`config.mk`:
```
export PLATFORM = sky130hd
export DESIGN_NAME = haar_database_arbiter
export DESIGN_NICKNAME = d
export VERILOG_FILES = /design/src/rtl/haar_database_arbiter.sv
export SDC_FILE = /design/constraint.sdc
export NUM_CORES = 1
export LEC_CHECK = 0
export CAP_MARGIN = 40
export CORE_UTILIZATION = 51
export CTS_CLUSTER_DIAMETER = 60
export DETAILED_ROUTE_END_ITERATION = 6
export PLACE_DENSITY = 0.92
export SYNTH_ARGS = -nofsm -noshare
export SYNTH_HDL_FRONTEND = slang
export SYNTH_SLANG_ARGS = --single-unit
```
`constraint.sdc`:
```
create_clock -name clk_fpga -period 9.6 [get_ports clk_fpga]
set_clock_uncertainty 0.2 [all_clocks]
set_input_delay 2.4 -clock clk_fpga [delete_from_list [all_inputs] [get_ports clk_fpga]]
set_output_delay 2.4 -clock clk_fpga [all_outputs]
set_load 0.02 [all_outputs]
```
`src/rtl/haar_database_arbiter.sv`:
```
// Round-robin arbiter sharing one single-port Haar parameter memory among the
// classifier stages; a tag pipeline routes each read's data back to its owner.

module haar_db_lane (
  input  logic clk_fpga,
  input  logic reset_fpga,
  input  logic req,
  input  logic set,
  input  logic clr,
  output logic pending,
  output logic eligible
);

  // set and clr never coincide: a stage is only granted while not pending
  always_ff @(posedge clk_fpga) begin
    if (reset_fpga)
      pending <= 1'b0;
    else if (set)
      pending <= 1'b1;
    else if (clr)
      pending <= 1'b0;
  end

  assign eligible = req & ~pending;

endmodule

module haar_database_arbiter #(
  parameter int NUM_STAGES    = 24,
  parameter int DATA_WIDTH_12 = 12,
  parameter int MEM_LATENCY   = 2
) (
  input  logic                                clk_fpga,
  input  logic                                reset_fpga,
  input  logic                                enable,
  input  logic [NUM_STAGES-1:0]               req,
  input  logic [NUM_STAGES*DATA_WIDTH_12-1:0] req_addr,
  input  logic [DATA_WIDTH_12-1:0]            mem_data,
  output logic [DATA_WIDTH_12-1:0]            o_mem_addr,
  output logic                                o_mem_ren,
  output logic [NUM_STAGES-1:0]               o_grant,
  output logic [DATA_WIDTH_12-1:0]            o_data,
  output logic [NUM_STAGES-1:0]               o_data_valid,
  output logic                                o_busy
);

  localparam int IW = (NUM_STAGES > 1) ? $clog2(NUM_STAGES) : 1;

  logic [NUM_STAGES-1:0][DATA_WIDTH_12-1:0] addr_arr;
  logic [NUM_STAGES-1:0] pending, eligible, set_vec, clr_vec;
  logic [IW-1:0]         ptr, win_idx, ptr_nxt;
  logic                  win_found, issue;

  // Tag pipeline: entry j is the read issued j cycles ago
  logic [MEM_LATENCY:0]         vld_pipe;
  logic [MEM_LATENCY:0][IW-1:0] idx_pipe;

  assign addr_arr = req_addr;

  genvar g;
  generate
    for (g = 0; g < NUM_STAGES; g++) begin : g_lane
      haar_db_lane u_lane (
        .clk_fpga   (clk_fpga),
        .reset_fpga (reset_fpga),
        .req        (req[g]),
        .set        (set_vec[g]),
        .clr        (clr_vec[g]),
        .pending    (pending[g]),
        .eligible   (eligible[g])
      );
    end
  endgenerate

  // First eligible stage at or after ptr, wrapping
  always_comb begin
    int cand;
    cand      = 0;
    win_found = 1'b0;
    win_idx   = '0;
    for (int off = 0; off < NUM_STAGES; off++) begin
      cand = int'(ptr) + off;
      if (cand >= NUM_STAGES)
        cand = cand - NUM_STAGES;
      if (!win_found && eligible[cand]) begin
        win_found = 1'b1;
        win_idx   = IW'(cand);
      end
    end
  end

  assign issue   = enable & win_found;
  assign ptr_nxt = (win_idx == IW'(NUM_STAGES - 1)) ? '0 : win_idx + 1'b1;
  assign set_vec = issue ? (NUM_STAGES'(1) << win_idx) : '0;
  assign clr_vec = vld_pipe[MEM_LATENCY] ? (NUM_STAGES'(1) << idx_pipe[MEM_LATENCY]) : '0;

  always_ff @(posedge clk_fpga) begin
    if (reset_fpga) begin
      ptr          <= '0;
      vld_pipe     <= '0;
      idx_pipe     <= '0;
      o_mem_addr   <= '0;
      o_mem_ren    <= 1'b0;
      o_grant      <= '0;
      o_data       <= '0;
      o_data_valid <= '0;
      o_busy       <= 1'b0;
    end else begin
      o_mem_ren <= issue;
      o_grant   <= set_vec;
      if (issue) begin
        o_mem_addr <= addr_arr[win_idx];
        ptr        <= ptr_nxt;
      end
      vld_pipe     <= {vld_pipe[MEM_LATENCY-1:0], issue};
      idx_pipe     <= {idx_pipe[MEM_LATENCY-1:0], win_idx};
      o_data_valid <= clr_vec;
      if (vld_pipe[MEM_LATENCY])
        o_data <= mem_data;
      // Old pending keeps busy high through the data-valid cycle
      o_busy <= |(pending | set_vec);
    end
  end

endmodule

```
* Word-level counts from Yosys, hierarchy flattened
Cells that the tools add are included.
** Word-level totals
- Register bits :: 121
- Input bits :: 327
** Cells by class
- Bitwise logic cells :: 50
- Shift operators :: 2
- Multiplexer cells :: 197
- $lt $le $gt $ge :: 49
- Reductions and logical operators :: 71
- Equal/unequal tests :: 1
- Add/subtract/negate cells :: 48
** Operators with widths (count)
- 32-bit by 7-bit < comparator with 1-bit output, second input constant :: 24
- 32-bit two-way mux :: 24
- 6-bit by 5-bit subtractor with 7-bit output, second input constant :: 23
- 6-bit by 5-bit greater-or-equal comparator with 1-bit output, second input constant :: 23
- 5-bit two-way mux :: 25
- 1-bit binary-select mux with 5-bit select :: 24
- 1-bit two-way mux :: 120
- 12-bit binary-select mux with 5-bit select :: 1
- 5-bit by 4-bit adder with 6-bit output, second input constant :: 8
- 5-bit by 5-bit adder with 6-bit output, second input constant :: 8
- 24-bit two-way mux :: 2
- 2-bit nonzero test :: 24
- 1-bit by 5-bit left shift with 24-bit output, first input constant :: 2
- 1-bit AND :: 25
- 5-bit by 3-bit adder with 6-bit output, second input constant :: 4
- 1-bit NOT :: 24
- 24-bit bitwise OR :: 1
- 24-bit OR reduction :: 1
- 1-bit logical AND :: 23
- 1-bit logical NOT :: 23
- 5-bit by 2-bit adder with 6-bit output, second input constant :: 2
- 12-bit two-way mux :: 1
- 5-bit by 1-bit adder with 6-bit output, second input constant :: 1
- 5-bit by 6-bit < comparator with 1-bit output, second input constant :: 1
- 4 further kinds :: 4

* Longest topological paths before layout
Gate-level depths: netlist of the first run.
- Word-level depth :: 79
- Depth in mapped cells :: 32
- Depth with buffers taken out :: 24

* By module
From an unflattened synthesis of the first run, not the netlist that was laid out.
** Second synthesis, totals
- Cell total of the unflattened synthesis :: 1435
- Area total of the unflattened synthesis :: 13022.5 um2
** By module, submodules not included
- haar_database_arbiter :: area an instance 11941.5 um2, instances 1, cells each 1315
- haar_db_lane :: area an instance 45.0 um2, instances 24, cells each 5

* Least setup slack after synthesis of the first run
No wires, ideal clock.
- Path type :: input to register
- Start :: input req[3]
- End :: register o_mem_addr[4]
- Arrival :: 6.926 ns
- Cell stages on the path :: 19
- Data required time :: 9.278 ns
- Setup slack :: 2.353 ns
- Path through :: nand2b_1 > mux2_2 > mux4_2 > mux2_2 > mux2_2 > and3_1 > buf_2 > and4_4 > buf_6 > and3_1 > buf_6 > or3_1 > or4_4 > o31ai_4 > buf_4 > mux2_2 > o22ai_1 > o21ai_1 > a221o_1
** On the way
- Cells in the longest elaborated chain, start to end :: 76
- Elaborated cells on any way between the ends :: 170
- Classes of those cells :: mux (122); bitwise (2); reduce/logical (46)
** RTL lines
- start, declared :: RTL line 36 : input logic [NUM_STAGES-1:0] req,
- 1-bit AND * :: RTL line 24 : assign eligible = req & ~pending;
- 1-bit binary-select mux with 5-bit select :: RTL line 85 : if (!win_found && eligible[cand]) begin
- 1-bit two-way mux (not written as such) (2 in series) :: RTL line 85
- 1-bit two-way mux :: RTL line 85
- 1-bit logical NOT :: RTL line 85
- 1-bit logical AND :: RTL line 85
- 1-bit two-way mux :: RTL line 85
- 1-bit logical NOT :: RTL line 85
- [59 not listed]
- 1-bit logical NOT :: RTL line 85
- 1-bit logical AND :: RTL line 85
- 1-bit two-way mux :: RTL line 85
- 1-bit logical NOT :: RTL line 85
- 1-bit logical AND :: RTL line 85
- 5-bit two-way mux :: RTL line 85
- 12-bit binary-select mux with 5-bit select :: RTL line 112 : o_mem_addr <= addr_arr[win_idx];
- 12-bit two-way mux (not written as such) :: RTL line 112
- end signal, assigned :: RTL line 112
- end, declared :: RTL line 39 : output logic [DATA_WIDTH_12-1:0] o_mem_addr,
Mark *: on every way between the ends. The rest lies on a longest branch, timed or not. The select of a mux whose other input is x is not followed.
A chain may end at the register's enable or synchronous reset.

* Final worst setup path of the first run
- Start :: input req[10]
- End :: register o_mem_addr[0]
Same word-level chain as after synthesis.

==> metrics.cfg, run 1 <==
[logic_synthesis]
netlist_area_um2=12120
synth-async-reset-ratio=0
synth_area_per_cell_um2=8.177
synth-main-ff-cell=dfxtp_1
synth_nets=1851
synth_edf_count=0
synth-seq-cells=120
synth_cell_types=88
netlist_instances=1482
yosys_warnings=0
ys_seq_area_frac=0.1982

[floorplan]
die_h_um=156.1
initial_core_util=0.5178
core_um2=23400
io-pin-count=401
die-area_um2=24380
die_x_um=156.1
num_rows=56

[clock_network]
cts_setup_buffers=0
ctsResizeCount=0
path_clk_slew_ns=0.06
cts.sinks=120
holdBufCountCts=0
h-tree-depth=4
tritoncts=yes
cts_buffers=17
clock_latency_ns=0.42
clock-root-buffer=clkbuf_16
clk_path_buf_depth=2

[placed_design]
portBuffers=400
gp_congestion=1.076
placed_area_um2=16480
post-dp-hpwl_um=50200
dp.cells=2154

[sta]
maxSlewHeadroom=0.3038
finalSetupTns_ns=0
grt_setup_unrepaired=false
worstMarginPinSlew_ns=1.040
finalHoldViolations=0
finalCritPeriodShare=0.8828
slew_viol_final=0
setup_violations=0
layout_min_cycle_time_ns=8.475
max_freq_ghz=0.1180

[worst_setup_path]
r2r_start=ptr[4]$_SDFFE_PP0P_
start_kind=primary input
ff2ff_path_depth=19
rr_endpoint=o_mem_addr[0]$_SDFFE_PP0P_
reg2reg_slack_ns=1.62
required_ns=9.66
arrival_ns=8.54
cp_max_fo=40
end_kind=flop
crit_type=in -> reg

[drt]
drc_errors=0
num_vias=15450
via_per_inst=7.052
first_iter_violations=2276
wirelength_um=66370
ant_nets=0
routedWlPerCell_um=30.29
drtPass1Iterations=6

[hold_path]
worstHoldPathCells=1
hp-start=idx_pipe[4]$_SDFF_PP0_
min_to=idx_pipe[9]$_SDFF_PP0_
min_path_type=reg -> reg

[cells_and_area]
area_growth_pct=41.58
nets=2223
utilization=0.7331
final_layout_size_suffix_gt1_frac=0.1077
final_common_cell=clkdlybuf4s50_1
mostFrequentLayoutCells=clkdlybuf4s50_1, mux2i_1, dfxtp_1
final_area_um2=17160
finalNonFillerCells=2191

[global_routing]
antenna_found_initial=9
grt_pass1_wl_um=95340
grt_overflow=0
grt_pass1_vias=15020
grt_max_degree=55
grtUsageTotal=0.5342

[run]
drv_cap=0

[status]
status=finished clean

-- critical path: stages --
cell,delay (ns)
clkdlybuf4s50_1,0.49
or3b_1,0.45
and2_0,0.19
mux4_2,0.51
mux2i_1,0.35
a21oi_1,0.29
and4_1,0.40
and4_1,0.22
and3_1,0.29
or3_1,0.39
or4_4,0.44
o31a_2,0.33
buf_12,0.20
mux2i_1,0.44
mux2i_1,0.27
mux2i_1,0.33
a2bb2oi_1,0.32
o221ai_1,0.17
-- registers in the layout, summed over array words and instances (netlist names) --
register and cells:
g_lane.u_lane.pending 24, ptr 5, vld_pipe 3, idx_pipe 15, o_mem_addr 12, o_busy 1, o_data_valid 24, o_grant 24
o_data 12
-- metrics by stage --
stage / hold WS [ns] / setup WS [ns]
after global routing: 0.2723 / 0.9765
final: 0.2621 / 1.125
after CTS: 0.2612 / 1.498
after detailed placement: 0.2217 / 1.156
after global placement: 0.2167 / 1.235
after floorplan: 0.2138 / 2.353
-- Yosys cell counts, types with 10 or more instances --
cell type	count	share of area
o21ai_1	10	0.0041
nor2b_1	26	0.013
o22ai_1	22	0.011
a211oi_1	22	0.014
nand4_1	15	0.0077
ha_1	42	0.043
buf_6	14	0.013
clkbuf_1	53	0.016
mux4_2	25	0.046
mux2_1	24	0.022
nor4_1	16	0.0083
o21ai_0	56	0.023
and3_1	11	0.0057
xnor2_1	24	0.017
nand3_1	50	0.021
a21oi_1	72	0.030
o211ai_1	29	0.018
and2_1	13	0.0067
a221o_1	15	0.012
o221ai_1	43	0.031
mux2i_1	126	0.10
nand2_1	90	0.028
a31o_1	11	0.0080
dfxtp_1	120	0.20
nor2_1	119	0.037
a2bb2oi_1	10	0.0072
nor3_1	36	0.015
inv_1	40	0.012
o21a_1	21	0.013
a31oi_1	17	0.0088
or3_1	19	0.0098
nand2b_1	30	0.015
a21o_1	13	0.0081
nand3b_1	20	0.012
mux2_2	34	0.032
or2_2	10	0.0052
buf_2	26	0.011
-- layer usage --
metal | vias to the layer above | global-route usage | share of wire
met5 | - | 0 | 0.00051
met4 | 6 | 0.3417 | 0.076
met3 | 390 | 0.2589 | 0.16
met2 | 1443 | 0.7776 | 0.41
met1 | 7182 | 0.6227 | 0.35
li1 | 6429 | - | -
-- worst max-delay path by stage --
stage               startpoint                           to  slack, ns
floorplan               req[3]   o_mem_addr[4]$_SDFFE_PP0P_       2.35
global placement        req[0]  o_mem_addr[11]$_SDFFE_PP0P_       1.23
detailed placement      req[6]  o_mem_addr[11]$_SDFFE_PP0P_       1.16
CTS                    req[22]   o_mem_addr[0]$_SDFFE_PP0P_       1.50
global route           req[22]   o_mem_addr[8]$_SDFFE_PP0P_       0.98
finish                 req[10]   o_mem_addr[0]$_SDFFE_PP0P_       1.12
-- logic make-up (layout without fill, tap and decap cells) --
family                   after synthesis  after routing  share of synthesized area
AO/OA/AOI/OAI                        430            430                     0.2534
adder cells (fa/ha/maj)               42             42                    0.04337
XOR/XNOR                              29             29                    0.02282
buffers and inverters                148            533                    0.05813
flip-flops                           120            120                     0.1982
AND/OR/NAND/NOR                      503            503                     0.2184
other                                  0              5                          0
multiplexers                         210            210                     0.2057
-- area by class of cell --
class / instances / area (µm²)
antenna: 5 / 12.51
timing repair buffer: 456 / 4477
clock buffer: 17 / 425.4
sequential: 120 / 2404
clock inverter: 15 / 239.0
inverter: 45 / 168.9
tap: 319 / 399.1
fill: 1626 / 6246
multi-input combinational: 1214 / 9031
Power of run 1 is not shown: default switching activity piles up to over one toggle a cycle in this logic, so the estimate is an artifact.
==> inputs of run 2 (changes only) <==
==> constraint.sdc (replaced) <==
create_clock -name clk_fpga -period 11 [get_ports clk_fpga]
set_clock_uncertainty 0.2 [all_clocks]
set_input_delay 2.75 -clock clk_fpga [delete_from_list [all_inputs] [get_ports clk_fpga]]
set_output_delay 2.75 -clock clk_fpga [all_outputs]
set_load 0.02 [all_outputs]
==> run 2 against run 1 <==
The flow now finishes with violations (DRC). Critical path depth shrank 2. Flip-flop and latch count stayed put. Cell area fell by 2.0%. Clock-buffer cell count stayed put. Die area unchanged. Utilization is 1.4 points lower. Global-route usage grew 0.62 points. Register-to-register slack better by 0.30 ns. Via count grew 0.90%. Final cell count shrank 1.3%. First-iteration DRC count is 26% higher. Setup slack improved by 0.35 ns. Critical path type unchanged. Critical endpoint is now o_mem_addr[8]$_SDFFE_PP0P_. Largest cell class unchanged.
==> metrics.cfg, run 2 (same netlist as run 1, synthesis figures left out) <==
[status]
status=complete, but fails checks  ; was finished clean
failed_checks=DRC

[global_routing]
grtUsageTotal=0.5404  ; was 0.5342
grt_overflow=0  ; unchanged
grt_pass1_vias=14970  ; was 15020
antenna_found_initial=12  ; was 9
grt_max_degree=57  ; was 55
grt_pass1_wl_um=96230  ; was 95340 µm

[cells_and_area]
final_area_um2=16820  ; was 17160 µm²
final_common_cell=clkdlybuf4s50_1  ; unchanged
multi_input_area_um2=9031  ; unchanged
area_growth_pct=38.81  ; was 41.58%
largest_registers=g_lane.u_lane.pending (24), o_data_valid (24), o_grant (24)  ; unchanged
mostFrequentLayoutCells=clkdlybuf4s50_1, mux2i_1, dfxtp_1  ; unchanged
ff_latch_area_um2=2404  ; unchanged
nets=2193  ; was 2223
n_fill_cell=1658  ; was 1626
final_layout_size_suffix_gt1_frac=0.09309  ; was 0.1077

[drt]
routedWlPerCell_um=30.79  ; was 30.29 µm
via_per_inst=7.210  ; was 7.052
ant_nets=0  ; unchanged
drtPass1Iterations=7  ; was 6
wirelength_um=66570  ; was 66370 µm
drc_errors=6  ; was 0
num_vias=15590  ; was 15450
first_iter_violations=2864  ; was 2276

[hold_path]
min_to=idx_pipe[13]$_SDFF_PP0_  ; was idx_pipe[9]$_SDFF_PP0_
worstHoldPathCells=1  ; unchanged
hp-start=idx_pipe[8]$_SDFF_PP0_  ; was idx_pipe[4]$_SDFF_PP0_
min_path_type=reg -> reg  ; unchanged

[floorplan]
initial_core_util=0.5178  ; unchanged
die_h_um=156.1  ; unchanged
die_x_um=156.1  ; unchanged
io-pin-count=401  ; unchanged
num_rows=56  ; unchanged
die-area_um2=24380  ; unchanged
core_um2=23400  ; unchanged

[placed_design]
placed_area_um2=16230  ; was 16480 µm²
dpl_worst_slack_ns=1.318  ; was 1.156 ns
gp_congestion=1.081  ; was 1.076
post-dp-hpwl_um=48060  ; was 50200 µm
portBuffers=400  ; unchanged

[sta]
worstMarginPinSlew_ns=1.044  ; was 1.040 ns
timing.final.ws_setup_ns=1.473  ; was 1.125 ns
maxSlewHeadroom=0.3020  ; was 0.3038
grt_setup_unrepaired=false  ; unchanged
setup_violations=0  ; unchanged
finalHoldViolations=0  ; unchanged
layout_min_cycle_time_ns=9.527
whs_ns=0.2633  ; was 0.2621 ns
finalSetupTns_ns=0  ; unchanged
finalCritPeriodShare=0.8661
max_freq_ghz=0.1050
slew_viol_final=0  ; unchanged

[worst_setup_path]
required_ns=11.17  ; was 9.66 ns
r2r_start=ptr[0]$_SDFFE_PP0P_  ; was ptr[4]$_SDFFE_PP0P_
crit_type=in -> reg  ; unchanged
reg2reg_slack_ns=1.92  ; was 1.62 ns
rr_endpoint=o_mem_addr[8]$_SDFFE_PP0P_  ; was o_mem_addr[0]$_SDFFE_PP0P_
start_kind=primary input  ; unchanged
cp_max_fo=22  ; was 40
ff2ff_path_depth=21  ; was 19
arrival_ns=9.70  ; was 8.54 ns
end_kind=flop  ; unchanged

[clock_network]
cts_setup_buffers=0  ; unchanged
h-tree-depth=4  ; unchanged
ctsResizeCount=0  ; unchanged
clock_latency_ns=0.43  ; was 0.42 ns
cts_buffers=17  ; unchanged
tritoncts=yes  ; unchanged
holdBufCountCts=0  ; unchanged
clock-root-buffer=clkbuf_16  ; unchanged
path_clk_slew_ns=0.06  ; about the same
cts.sinks=120  ; unchanged
clk_path_buf_depth=2  ; unchanged

[run]
drv_cap=0  ; unchanged

==> run 2: cell types whose count changed in the layout (fill, tap and decap cells not counted), moves of 2 or more <==
cell        change
buf_4          -30
bufinv_16       -4
clkinvlp_4      +3
inv_6           +3
inv_8           -2
==> run 2: layout make-up <==
| class | instances | share of cell area |
|---|---|---|
| diodes | 6 | 0.0008926 |
| clock buffers | 17 | 0.02529 |
| multi-input cells | 1214 | 0.5369 |
| flip-flops and latches | 120 | 0.1429 |
| well taps | 319 | 0.02373 |
| clock inverters | 15 | 0.008405 |
| repair buffers | 426 | 0.2519 |
| inverters | 45 | 0.01004 |
==> run 2: worst max-delay path by stage <==
stage | slack (ns) | from | endpoint
finish | 1.47 | req[22] | o_mem_addr[8]$_SDFFE_PP0P_
global route | 1.32 | req[22] | o_mem_addr[11]$_SDFFE_PP0P_
CTS | 1.61 | req[22] | o_mem_addr[11]$_SDFFE_PP0P_
detailed placement | 1.32 | req[22] | o_mem_addr[11]$_SDFFE_PP0P_
global placement | 1.60 | req[6] | o_mem_addr[11]$_SDFFE_PP0P_
floorplan | 3.40 | req[3] | o_mem_addr[4]$_SDFFE_PP0P_
==> run 2: metal layers <==
metal,part of all wire,wire (µm),track usage
met5,0.0014,93,0
met4,0.094,6257,0.4010
met3,0.15,10200,0.2319
met2,0.40,26800,0.7785
met1,0.35,23220,0.6346
==> run 2: critical path: stages <==
cell and delay, ns:
clkdlybuf4s50_1 0.46, nand2b_1 0.24, o21ai_0 0.13, mux4_2 0.57, and3_1 0.24, nor3_1 0.44
and3_1 0.45, nand4_1 0.61, nor3_1 0.82, nand2_1 0.13, a21oi_1 0.18, a211oi_1 0.10
a211oi_1 0.87, nand2_1 0.91, a31oi_1 0.58, a221o_1 0.21
==> run 2: stage by stage <==
step	util	cells
after floorplan	-	1482
after global placement	0.6917	2121
after detailed placement	0.6937	2123
after CTS	0.7179	2155
after global routing	0.7186	2160
final	0.7188	2162
Power of run 2 is left out for the same reason.
